$ cat src/rtl/gram_write_arbiter_if.sv
// rtl/gram_write_arbiter_if.sv - requester-side req/ack bundle for the GRAM write arbiter
interface gram_write_arbiter_if #(
    parameter int NUM_REQ = 3,
    parameter int ADDR_W  = 12,
    parameter int DATA_W  = 16
);
    logic [NUM_REQ-1:0]        req;
    logic [NUM_REQ*ADDR_W-1:0] req_addr;
    logic [NUM_REQ*DATA_W-1:0] req_data;
    logic [NUM_REQ-1:0]        ack;

    modport master (output req, output req_addr, output req_data, input ack);
    modport slave  (input req, input req_addr, input req_data, output ack);
endinterface

$ cat src/rtl/gram_write_arbiter.sv
// rtl/gram_write_arbiter.sv - round-robin vblank-gated GRAM write arbiter with per-frame budget
module gram_write_arbiter #(
    parameter int NUM_REQ      = 3,
    parameter int ADDR_W       = 12,
    parameter int DATA_W       = 16,
    parameter int FRAME_BUDGET = 64
) (
    input  logic                 clk,
    input  logic                 rst,
    input  logic                 vblank,
    gram_write_arbiter_if.slave  rq,
    output logic [31:0]          bram_addr,
    output logic [31:0]          bram_wdata,
    output logic [3:0]           bram_we,
    output logic                 bram_en,
    output logic                 busy,
    output logic                 budget_hit
);
    localparam int CNT_W = $clog2(FRAME_BUDGET + 1);
    localparam int GW    = (NUM_REQ > 1) ? $clog2(NUM_REQ) : 1;
    localparam logic [CNT_W-1:0] BUDGET = CNT_W'(FRAME_BUDGET);

    typedef enum logic [1:0] {IDLE, ARB, WRITE} state_t;

    state_t           state, state_n;
    logic             vblank_d;
    logic [CNT_W-1:0] write_cnt;
    logic [GW-1:0]    last_grant;
    logic [GW-1:0]    grant_idx;
    logic             grant_ok;
    logic             vblank_rise;
    logic             budget_ok;
    int               rr_idx;

    assign vblank_rise = vblank & ~vblank_d;
    // The counter clears on the rise edge itself, so the window opens that same cycle.
    assign budget_ok   = vblank_rise | (write_cnt < BUDGET);

    always_ff @(posedge clk or posedge rst) begin
        if (rst) state <= IDLE;
        else     state <= state_n;
    end

    always_comb begin
        state_n   = state;
        grant_ok  = 1'b0;
        grant_idx = '0;
        rr_idx    = 0;
        for (int k = 1; k <= NUM_REQ; k++) begin
            rr_idx = (int'(last_grant) + k) % NUM_REQ;
            if (!grant_ok && rq.req[rr_idx]) begin
                grant_ok  = 1'b1;
                grant_idx = GW'(rr_idx);
            end
        end
        case (state)
            IDLE:    if (vblank && (|rq.req) && budget_ok) state_n = ARB;
            ARB:     state_n = (vblank && grant_ok) ? WRITE : IDLE;
            WRITE:   state_n = IDLE;
            default: state_n = IDLE;
        endcase
    end

    always_ff @(posedge clk or posedge rst) begin
        if (rst) begin
            vblank_d   <= 1'b0;
            write_cnt  <= '0;
            budget_hit <= 1'b0;
            last_grant <= GW'(NUM_REQ - 1);
            busy       <= 1'b0;
            bram_en    <= 1'b0;
            bram_we    <= 4'h0;
            bram_addr  <= 32'h0;
            bram_wdata <= 32'h0;
            rq.ack     <= '0;
        end else begin
            vblank_d   <= vblank;
            busy       <= (state_n != IDLE);
            bram_en    <= 1'b0;
            bram_we    <= 4'h0;
            bram_addr  <= 32'h0;
            bram_wdata <= 32'h0;
            rq.ack     <= '0;
            if (state == ARB && state_n == WRITE) begin
                bram_en    <= 1'b1;
                bram_we    <= 4'hF;
                bram_addr  <= 32'(rq.req_addr[int'(grant_idx)*ADDR_W +: ADDR_W]);
                bram_wdata <= 32'(rq.req_data[int'(grant_idx)*DATA_W +: DATA_W]);
                rq.ack     <= NUM_REQ'(1) << grant_idx;
                last_grant <= grant_idx;
            end
            // A new frame's reset of the count wins over a write finishing in the same cycle.
            if (vblank_rise) begin
                write_cnt  <= '0;
                budget_hit <= 1'b0;
            end else if (state == WRITE && write_cnt < BUDGET) begin
                write_cnt <= write_cnt + CNT_W'(1);
                if ((write_cnt + CNT_W'(1)) == BUDGET) budget_hit <= 1'b1;
            end
        end
    end
endmodule

$ cat src/flat_wrapper.sv
// flat-port wrapper written by rule: the top's interface ports become plain ports
module gram_write_arbiter_flat 
#(
    parameter int NUM_REQ      = 3,
    parameter int ADDR_W       = 12,
    parameter int DATA_W       = 16,
    parameter int FRAME_BUDGET = 64
)
  (clk, rst, vblank, bram_addr, bram_wdata, bram_we, bram_en, busy, budget_hit, rq_req, rq_req_addr, rq_req_data, rq_ack);
  gram_write_arbiter_if #(.NUM_REQ(NUM_REQ), .ADDR_W(ADDR_W), .DATA_W(DATA_W)) rq_i ();
  input  logic clk;
  input  logic rst;
  input  logic vblank;
  output logic [31:0] bram_addr;
  output logic [31:0] bram_wdata;
  output logic [3:0] bram_we;
  output logic bram_en;
  output logic busy;
  output logic budget_hit;
  input wire logic [$bits(rq_i.req)-1:0] rq_req;
  input wire logic [$bits(rq_i.req_addr)-1:0] rq_req_addr;
  input wire logic [$bits(rq_i.req_data)-1:0] rq_req_data;
  output wire logic [$bits(rq_i.ack)-1:0] rq_ack;
  assign rq_i.req = rq_req;
  assign rq_i.req_addr = rq_req_addr;
  assign rq_i.req_data = rq_req_data;
  assign rq_ack = rq_i.ack;
  gram_write_arbiter #(.NUM_REQ(NUM_REQ), .ADDR_W(ADDR_W), .DATA_W(DATA_W), .FRAME_BUDGET(FRAME_BUDGET)) u_core (.clk(clk), .rst(rst), .vblank(vblank), .rq(rq_i), .bram_addr(bram_addr), .bram_wdata(bram_wdata), .bram_we(bram_we), .bram_en(bram_en), .busy(busy), .budget_hit(budget_hit));
endmodule
$ cat config.mk
export PLATFORM = sky130hd
export DESIGN_NAME = gram_write_arbiter_flat
export DESIGN_NICKNAME = d
export VERILOG_FILES = /design/src/rtl/gram_write_arbiter_if.sv /design/src/rtl/gram_write_arbiter.sv /design/src/flat_wrapper.sv
export SDC_FILE = /design/constraint.sdc
export NUM_CORES = 1
export LEC_CHECK = 0
export ABC_AREA = 1
export BUFFER_PORTS_ARGS = -buffer_cell sky130_fd_sc_hd__buf_2
export CORE_MARGIN = 5
export CORE_UTILIZATION = 25
export DETAILED_ROUTE_END_ITERATION = 8
export PLACE_DENSITY = 0.53
export SETUP_SLACK_MARGIN = 0.5
export SYNTH_ARGS = -nofsm -noshare
export SYNTH_HDL_FRONTEND = slang
export SYNTH_SLANG_ARGS = --single-unit
$ cat constraint.sdc
create_clock -name clk -period 2.2 [get_ports clk]
set_clock_uncertainty 0.1 [all_clocks]
set_input_delay 0.22 -clock clk [delete_from_list [all_inputs] [get_ports clk]]
set_output_delay 0.22 -clock clk [all_outputs]
set_load 0.02 [all_outputs]
==> results_dict.tcl, run 1 <==
set metrics [dict create \
    outcome "completed" \
    path_max_fanout 8 \
    synth_top_family_by_area "simple AND/OR/NAND/NOR gates" \
    core_mm2 0.0115 \
    synthSimpleGateAreaFrac_pct 29.3 \
    fillers 1171 \
    io_buffers 127 \
    multiInputGateArea_mm2 0.00159 \
    ys_seq_area_share_pct 39.2 \
    areaGrowthSynthToFinish_pct 46.7 \
    clk-insertion-delay-late_ns 0.28 \
    synth.top_cell.area_share_pct 38.3 \
    synth-seq-cells 46 \
    crit_slowest_cell "dfstp_2" \
    antenna_left 0 \
    fmax_mhz 477 \
    clock-sinks 46 \
    ir_worst_vdd_v 0.000574 \
    power_switching_mw 2.65 \
    met3_usage_pct 3.20 \
    clock_path_buffers 2 \
    synth.area.top_cells "dfrtp_1, nand2_1, buf_4, a21oi_2, inv_1" \
    finalHoldViolCount 0 \
    grt_remaining_overflow 0 \
    die_width_um 118 \
    synthMostInstantiatedCell "nand2_1" \
    met2_usage_pct 22.3 \
    report.final.slew_viol_count 0 \
    crit_path_frequent_cell "nand2_2" \
    critical_path_class "reg2reg" \
    fin_area_mm2 0.00431 \
    drt_wl_total_um 9190 \
    synth_compound_area_share_pct 9.15 \
    critical_path.cell_chain "ha_4 -> buf_12 -> nand2_1 -> nand3_2 -> nand2_2 -> nand2_2 -> nor2_4 -> nand2_4 -> nand2_8 -> nor2_8 -> buf_12 -> nand2_2 -> a21oi_2" \
    setup_violations 0 \
    critPathRequiredTime_ns 2.31 \
    rows 39 \
    hold_start "rq_req_addr[11]" \
    drc_errors 0 \
    period_share_pct 95.2 \
    regArea_mm2 0.00115 \
    seqPwrFrac_pct 19.0 \
    p_int_mw 3.20 \
    dp_hpwl_um 6850 \
    top_usage_layer "met2" \
    switching_share_pct 45.4 \
    rsz0062_at_grt "true" \
    synth_cells 364 \
    grt.met1_usage_pct 15.5 \
    hp-class "in2reg" \
    start_kind "flip-flop" \
    yosysWarnings 0 \
    avgSynthCellArea_um2 8.07 \
    die_y_um 118 \
    cts_tree "built" \
    initial_core_util_pct 25.6 \
    drtIter0Drc 212 \
    fin_setup_tns_ns 0 \
    globalplace.congestion 0.872 \
    path_delay_family "simple AND/OR/NAND/NOR gates" \
    post_drt_wl_per_cell_um 13.7 \
    power_frac_comb_pct 66.1 \
    drtPass1Iterations 4 \
    arrival_ns 2.21 \
    grt_max_degree 27 \
    worst_pin_slew_ns 0.549 \
    power.density_mw_per_mm2 1360 \
    numCtsBuffers 5 \
    num_antenna_cells 0 \
    async_flop_share_pct 100 \
    synth_largest_area_cell "dfrtp_1" \
    slew_headroom_pct 63.4 \
    antenna_found_initial 0 \
    max_stage_delay_ns 0.58 \
    hold_depth 3 \
    r2r_start "u_core.last_grant[1]" \
    cp_num_buf_inv 2 \
    final_layout_size_suffix_gt1_share_pct 48.9 \
    nets 625 \
    die-area_mm2 0.0140 \
    final-instance-count-excl-fill 673 \
    cp-end-kind "flip-flop" \
    drv_cap 0 \
    synth_area_mm2 0.00294 \
    htreeDepth 2 \
    post-route-min-period_ns 2.09 \
    synth_mux_area_share_pct 0 \
    power.leakage_nw 2.38 \
    cts_root_buf "clkbuf_16" \
    ys.flop_type "dfrtp_1" \
    synth-xor-area-share_pct 1.19 \
    place_inst 630 \
    dpl_cell_area_mm2 0.00361 \
    synthTopCellsByCount "nand2_1, dfrtp_1, buf_4" \
    grtUsageTotal_pct 12.7 \
    yosysUniqueCellTypes 37 \
    clock_power_share_pct 14.9 \
    clk_pin_slew_ns 0.06 \
    io_pins 164 \
    whs_endpoint "u_core.bram_addr[11]" \
    grt_pass1_wl_um 14700 \
    synth_fa_ha_area_share_pct 2.55 \
    reg2reg_slack_ns 0.11 \
    dr_total_vias 2822 \
    reg2reg_to "u_core.bram_addr[10]" \
    synth_edf_count 0 \
    avgViaCountPerCell 4.19 \
    grt_pass1_vias 2966 \
    rr_worst_depth 13 \
]
[through the flow]
step           hold WS [ns]  setup WS [ns]  total power [mW]  utilization, %
2_1_floorplan         0.151          0.250              3.42               -
3_3_place_gp          0.217         0.0332              3.78            31.5
3_5_place_dp          0.202        -0.0282              3.83            31.5
4_1_cts              0.0369          0.123              5.72            36.5
5_1_grt              0.0622       -0.00267              6.26            37.6
6_report             0.0321          0.106              5.85            37.6
[what timing repair did]
item / in CTS / in global routing
hold buffers: 2 / 0
pin swaps: 25 / 14
setup endpoints to repair: 36 / 41
resized for setup: 29 / 17
gates cloned: 4 / 0
setup buffers: 23 / 6
endpoints found under the hold margin: 24 / 0
[layer usage]
layer	up-vias	wire length (µm)
met5	-	0
met4	0	170
met3	12	753
met2	122	4390
met1	1301	3880
li1	1387	-
[worst max path at each step]
stage	startpoint	end	slack, ns	cells past startpoint
after floorplan	u_core.last_grant[1]	u_core.bram_addr[10]	0.25	13
after global placement	u_core.last_grant[1]	u_core.bram_wdata[8]	0.03	12
after detailed placement	u_core.last_grant[1]	u_core.bram_wdata[10]	-0.03	10
after CTS	u_core.last_grant[1]	u_core.bram_addr[0]	0.12	10
after global routing	u_core.last_grant[1]	u_core.bram_wdata[9]	-0.003	12
final	u_core.last_grant[1]	u_core.bram_addr[10]	0.11	13
[power by group through the flow]
stage          logic (mW)  clock network (mW)  registers (mW)
2_1_floorplan        2.15                   0            1.26
3_3_place_gp         2.66                   0            1.12
3_5_place_dp         2.71                   0            1.12
4_1_cts              3.73               0.885            1.11
5_1_grt              4.22               0.914            1.13
6_report             3.87               0.872            1.11
[worst register-to-register path, cell delays in order, from the launching register on]
cell and delay (ns):
dfstp_2 0.58, ha_4 0.18, buf_12 0.11, nand2_1 0.06, nand3_2 0.08, nand2_2 0.10, nand2_2 0.11, nor2_4 0.04
nand2_4 0.11, nand2_8 0.09, nor2_8 0.16, buf_12 0.14, nand2_2 0.06, a21oi_2 0.12
[cells by family after synthesis]
| group | count (synthesis) |
|---|---|
| and+or+nand+nor | 180 |
| buffers and inverters | 90 |
| DFF | 46 |
| AOI/OAI and AO/OA | 37 |
| adders and majority gates | 6 |
| xor gates and xnor gates | 4 |
| other | 1 |
[placed cells by master (no fill, tap or decap), drive strengths merged, types with 2 or more instances in the layout]
master	instances
dlygate4sd3	2
a21oi	23
nand4	2
nor2	16
clkbuf	7
dfrtp	45
inv	42
buf	165
ha	6
nand3	22
or2	2
nand2	135
o21ai	10
nor3	5
conb	36
xor2	4
[state kept, by name, summed over array words and instances, names as in the netlist, 2 cells and up]
| signal | cells |
|---|---|
| u_core.bram_wdata | 16 |
| u_core.last_grant | 2 |
| u_core.bram_addr | 12 |
| u_core.rq.ack | 3 |
| u_core.write_cnt | 7 |
| u_core.state | 2 |
[layout make-up]
class | count | area share, %
Multi-Input combinational cell | 267 | 36.9
Clock inverter | 1 | 0.696
Inverter | 42 | 4.00
Tap cell | 143 | 4.15
Clock buffer | 7 | 3.31
Sequential cell | 46 | 26.7
Timing Repair Buffer | 167 | 24.2
(Power assumes the default switching activity.)
==> run 2: changes to the inputs <==
PLACE_DENSITY = 0.51   (was 0.53)
clock period = 2.1 ns   (was 2.2 ns; I/O delays follow)
==> run 2 against run 1 <==
Against the previous run: the flow now finishes with violations (negative setup slack); flip-flop and latch count did not move; clock-buffer cell count down 2; critical path type unchanged; sequential share of layout area rose by 0.20 points; fmax shrank 0.38%; clock power barely moved; worst setup slack worse by 0.11 ns; wire length fell by 3.6%; via count decreased by 3.1%; highest routed layer unchanged.
==> results_dict.tcl, run 2 (synthesized netlist as in run 1, its figures left out) <==
set metrics [dict create \
    report.final.slew_viol_count 0 \
    fillers 1163 \
    fmax_mhz 476 \
    hp-class "in2reg" \
    die-area_mm2 0.0140 \
    globalplace.congestion 0.841 \
    grtUsageTotal_pct 12.3 \
    power.density_mw_per_mm2 1390 \
    mostFrequentLayoutCell "buf_2" \
    num_antenna_cells 0 \
    path_max_fanout 13 \
    critical_path_cell_count 14 \
    fin_setup_tns_ns -0.00447 \
    clock-sinks 46 \
    avgViaCountPerCell 4.11 \
    hold_depth 3 \
    violations "negative setup slack" \
    grt_max_degree 22 \
    io_pins 164 \
    dp_hpwl_um 6890 \
    dr_total_vias 2734 \
    final_cell_mix "buf_2, nand2_1, dfrtp_1" \
    critical_path_class "reg2reg" \
    power.leakage_nw 2.34 \
    arrival_ns 2.22 \
    antenna_left 0 \
    place_inst 633 \
    grt_remaining_overflow 0 \
    final-instance-count-excl-fill 665 \
    rsz0062_at_grt "true" \
    top_register "u_core.bram_wdata" \
    drtPass1Iterations 4 \
    cts_root_buf "clkbuf_16" \
    final_layout_size_suffix_gt1_share_pct 49.4 \
    areaGrowthSynthToFinish_pct 45.6 \
    period_share_pct 100 \
    cp-end-kind "flip-flop" \
    layout_setup_ws_ns -0.00232 \
    path_delay_family "simple AND/OR/NAND/NOR gates" \
    clk-insertion-delay-late_ns 0.28 \
    cp_num_buf_inv 3 \
    max_stage_delay_ns 0.57 \
    dpl_cell_area_mm2 0.00364 \
    reg_top3 "u_core.bram_wdata x16, u_core.bram_addr x12, u_core.write_cnt x7" \
    nets 617 \
    critPathRequiredTime_ns 2.22 \
    grt_pass1_vias 2836 \
    drt_wl_total_um 8860 \
    die_width_um 118 \
    largest_register_ffs 16 \
    ir_worst_vdd_v 0.000629 \
    post_drt_wl_per_cell_um 13.3 \
    clock_path_buffers 2 \
    rr_worst_depth 14 \
    die_y_um 118 \
    setup_violations 3 \
    drtIter0Drc 125 \
    grt_pass1_wl_um 14100 \
    critical_path.cell_chain "ha_4 -> inv_1 -> nand2_1 -> nand3_1 -> nand2_2 -> nand2_2 -> nor2_2 -> nand2_2 -> nand2_8 -> buf_12 -> nand2_1 -> nand2_1 -> inv_1 -> a21oi_2" \
    post-route-util_pct 37.3 \
    fin_area_mm2 0.00428 \
    io_buffers 127 \
    initial_core_util_pct 25.6 \
    outcome "finished with violations" \
    crit_slowest_cell "dfstp_2" \
    drc_errors 0 \
    rows 39 \
    clk_pin_slew_ns 0.06 \
    post-route-min-period_ns 2.10 \
    finalHoldViolCount 0 \
    hold_ws_ns 0.0342 \
    core_mm2 0.0115 \
    drv_cap 0 \
    start_kind "flip-flop" \
    htreeDepth 2 \
    numCtsBuffers 5 \
    cts_tree "built" \
    antenna_found_initial 0 \
]
## run 2: power by group
group / total [mW] / leakage [nW] / switching (mW) / internal (mW)
logic: 3.93 / 1.63 / 2.28 / 1.64
registers: 1.17 / 0.622 / 0.0977 / 1.07
clock network: 0.872 / 0.0836 / 0.316 / 0.556
total: 5.97 / 2.34 / 2.70 / 3.27
## run 2: routing by layer
layer  up-vias  track usage (%)  share of wire (%)
li1       1365                -                  -
met1      1230             15.8                 43
met2       126             20.1                 46
met3        13             3.49                8.9
met4         0             3.76                1.8
met5         -                0                  0
## run 2: what timing repair did
item,4_1_cts,5_1_grt
buffers inserted,13,7
setup endpoints to repair,38,41
hold endpoints to repair,19,0
pin swaps,16,16
hold buffers,2,0
resized for setup,30,19
cloned,2,0
## run 2: layout make-up
type	count	area, µm²	share of cell area (%)
Clock buffer	5	125	2.92
Clock inverter	3	40.0	0.936
Inverter	42	173	4.04
Multi-Input combinational cell	265	1590	37.2
Sequential cell	46	1150	26.9
Tap cell	143	179	4.18
Timing Repair Buffer	161	1020	23.8
## run 2: final timing paths
check / startpoint / end / slack (ns)
min in group asynchronous: rst / u_core.bram_addr[4] / 0.38
setup / recovery: u_core.last_grant[1] / u_core.bram_wdata[8] / -0.002
max in group asynchronous: rst / u_core.write_cnt[5] / 0.95
hold reg to reg: u_core.state[0] / u_core.state[0] / 0.35
setup reg to reg: u_core.last_grant[1] / u_core.bram_wdata[8] / -0.002
hold / removal: rq_req_data[15] / u_core.bram_wdata[15] / 0.03
## run 2: through the flow
stage	setup WS, ns	total power, mW
detailed placement	-0.120	4.12
CTS	0.00618	5.91
global route	-0.151	6.44
floorplan	0.150	3.58
global placement	-0.0477	4.07
finish	-0.00232	5.97
## run 2: worst min-delay path, stage by stage
cell	delay, ns
buf_2	0.08
nand2_1	0.04
nand2_1	0.05
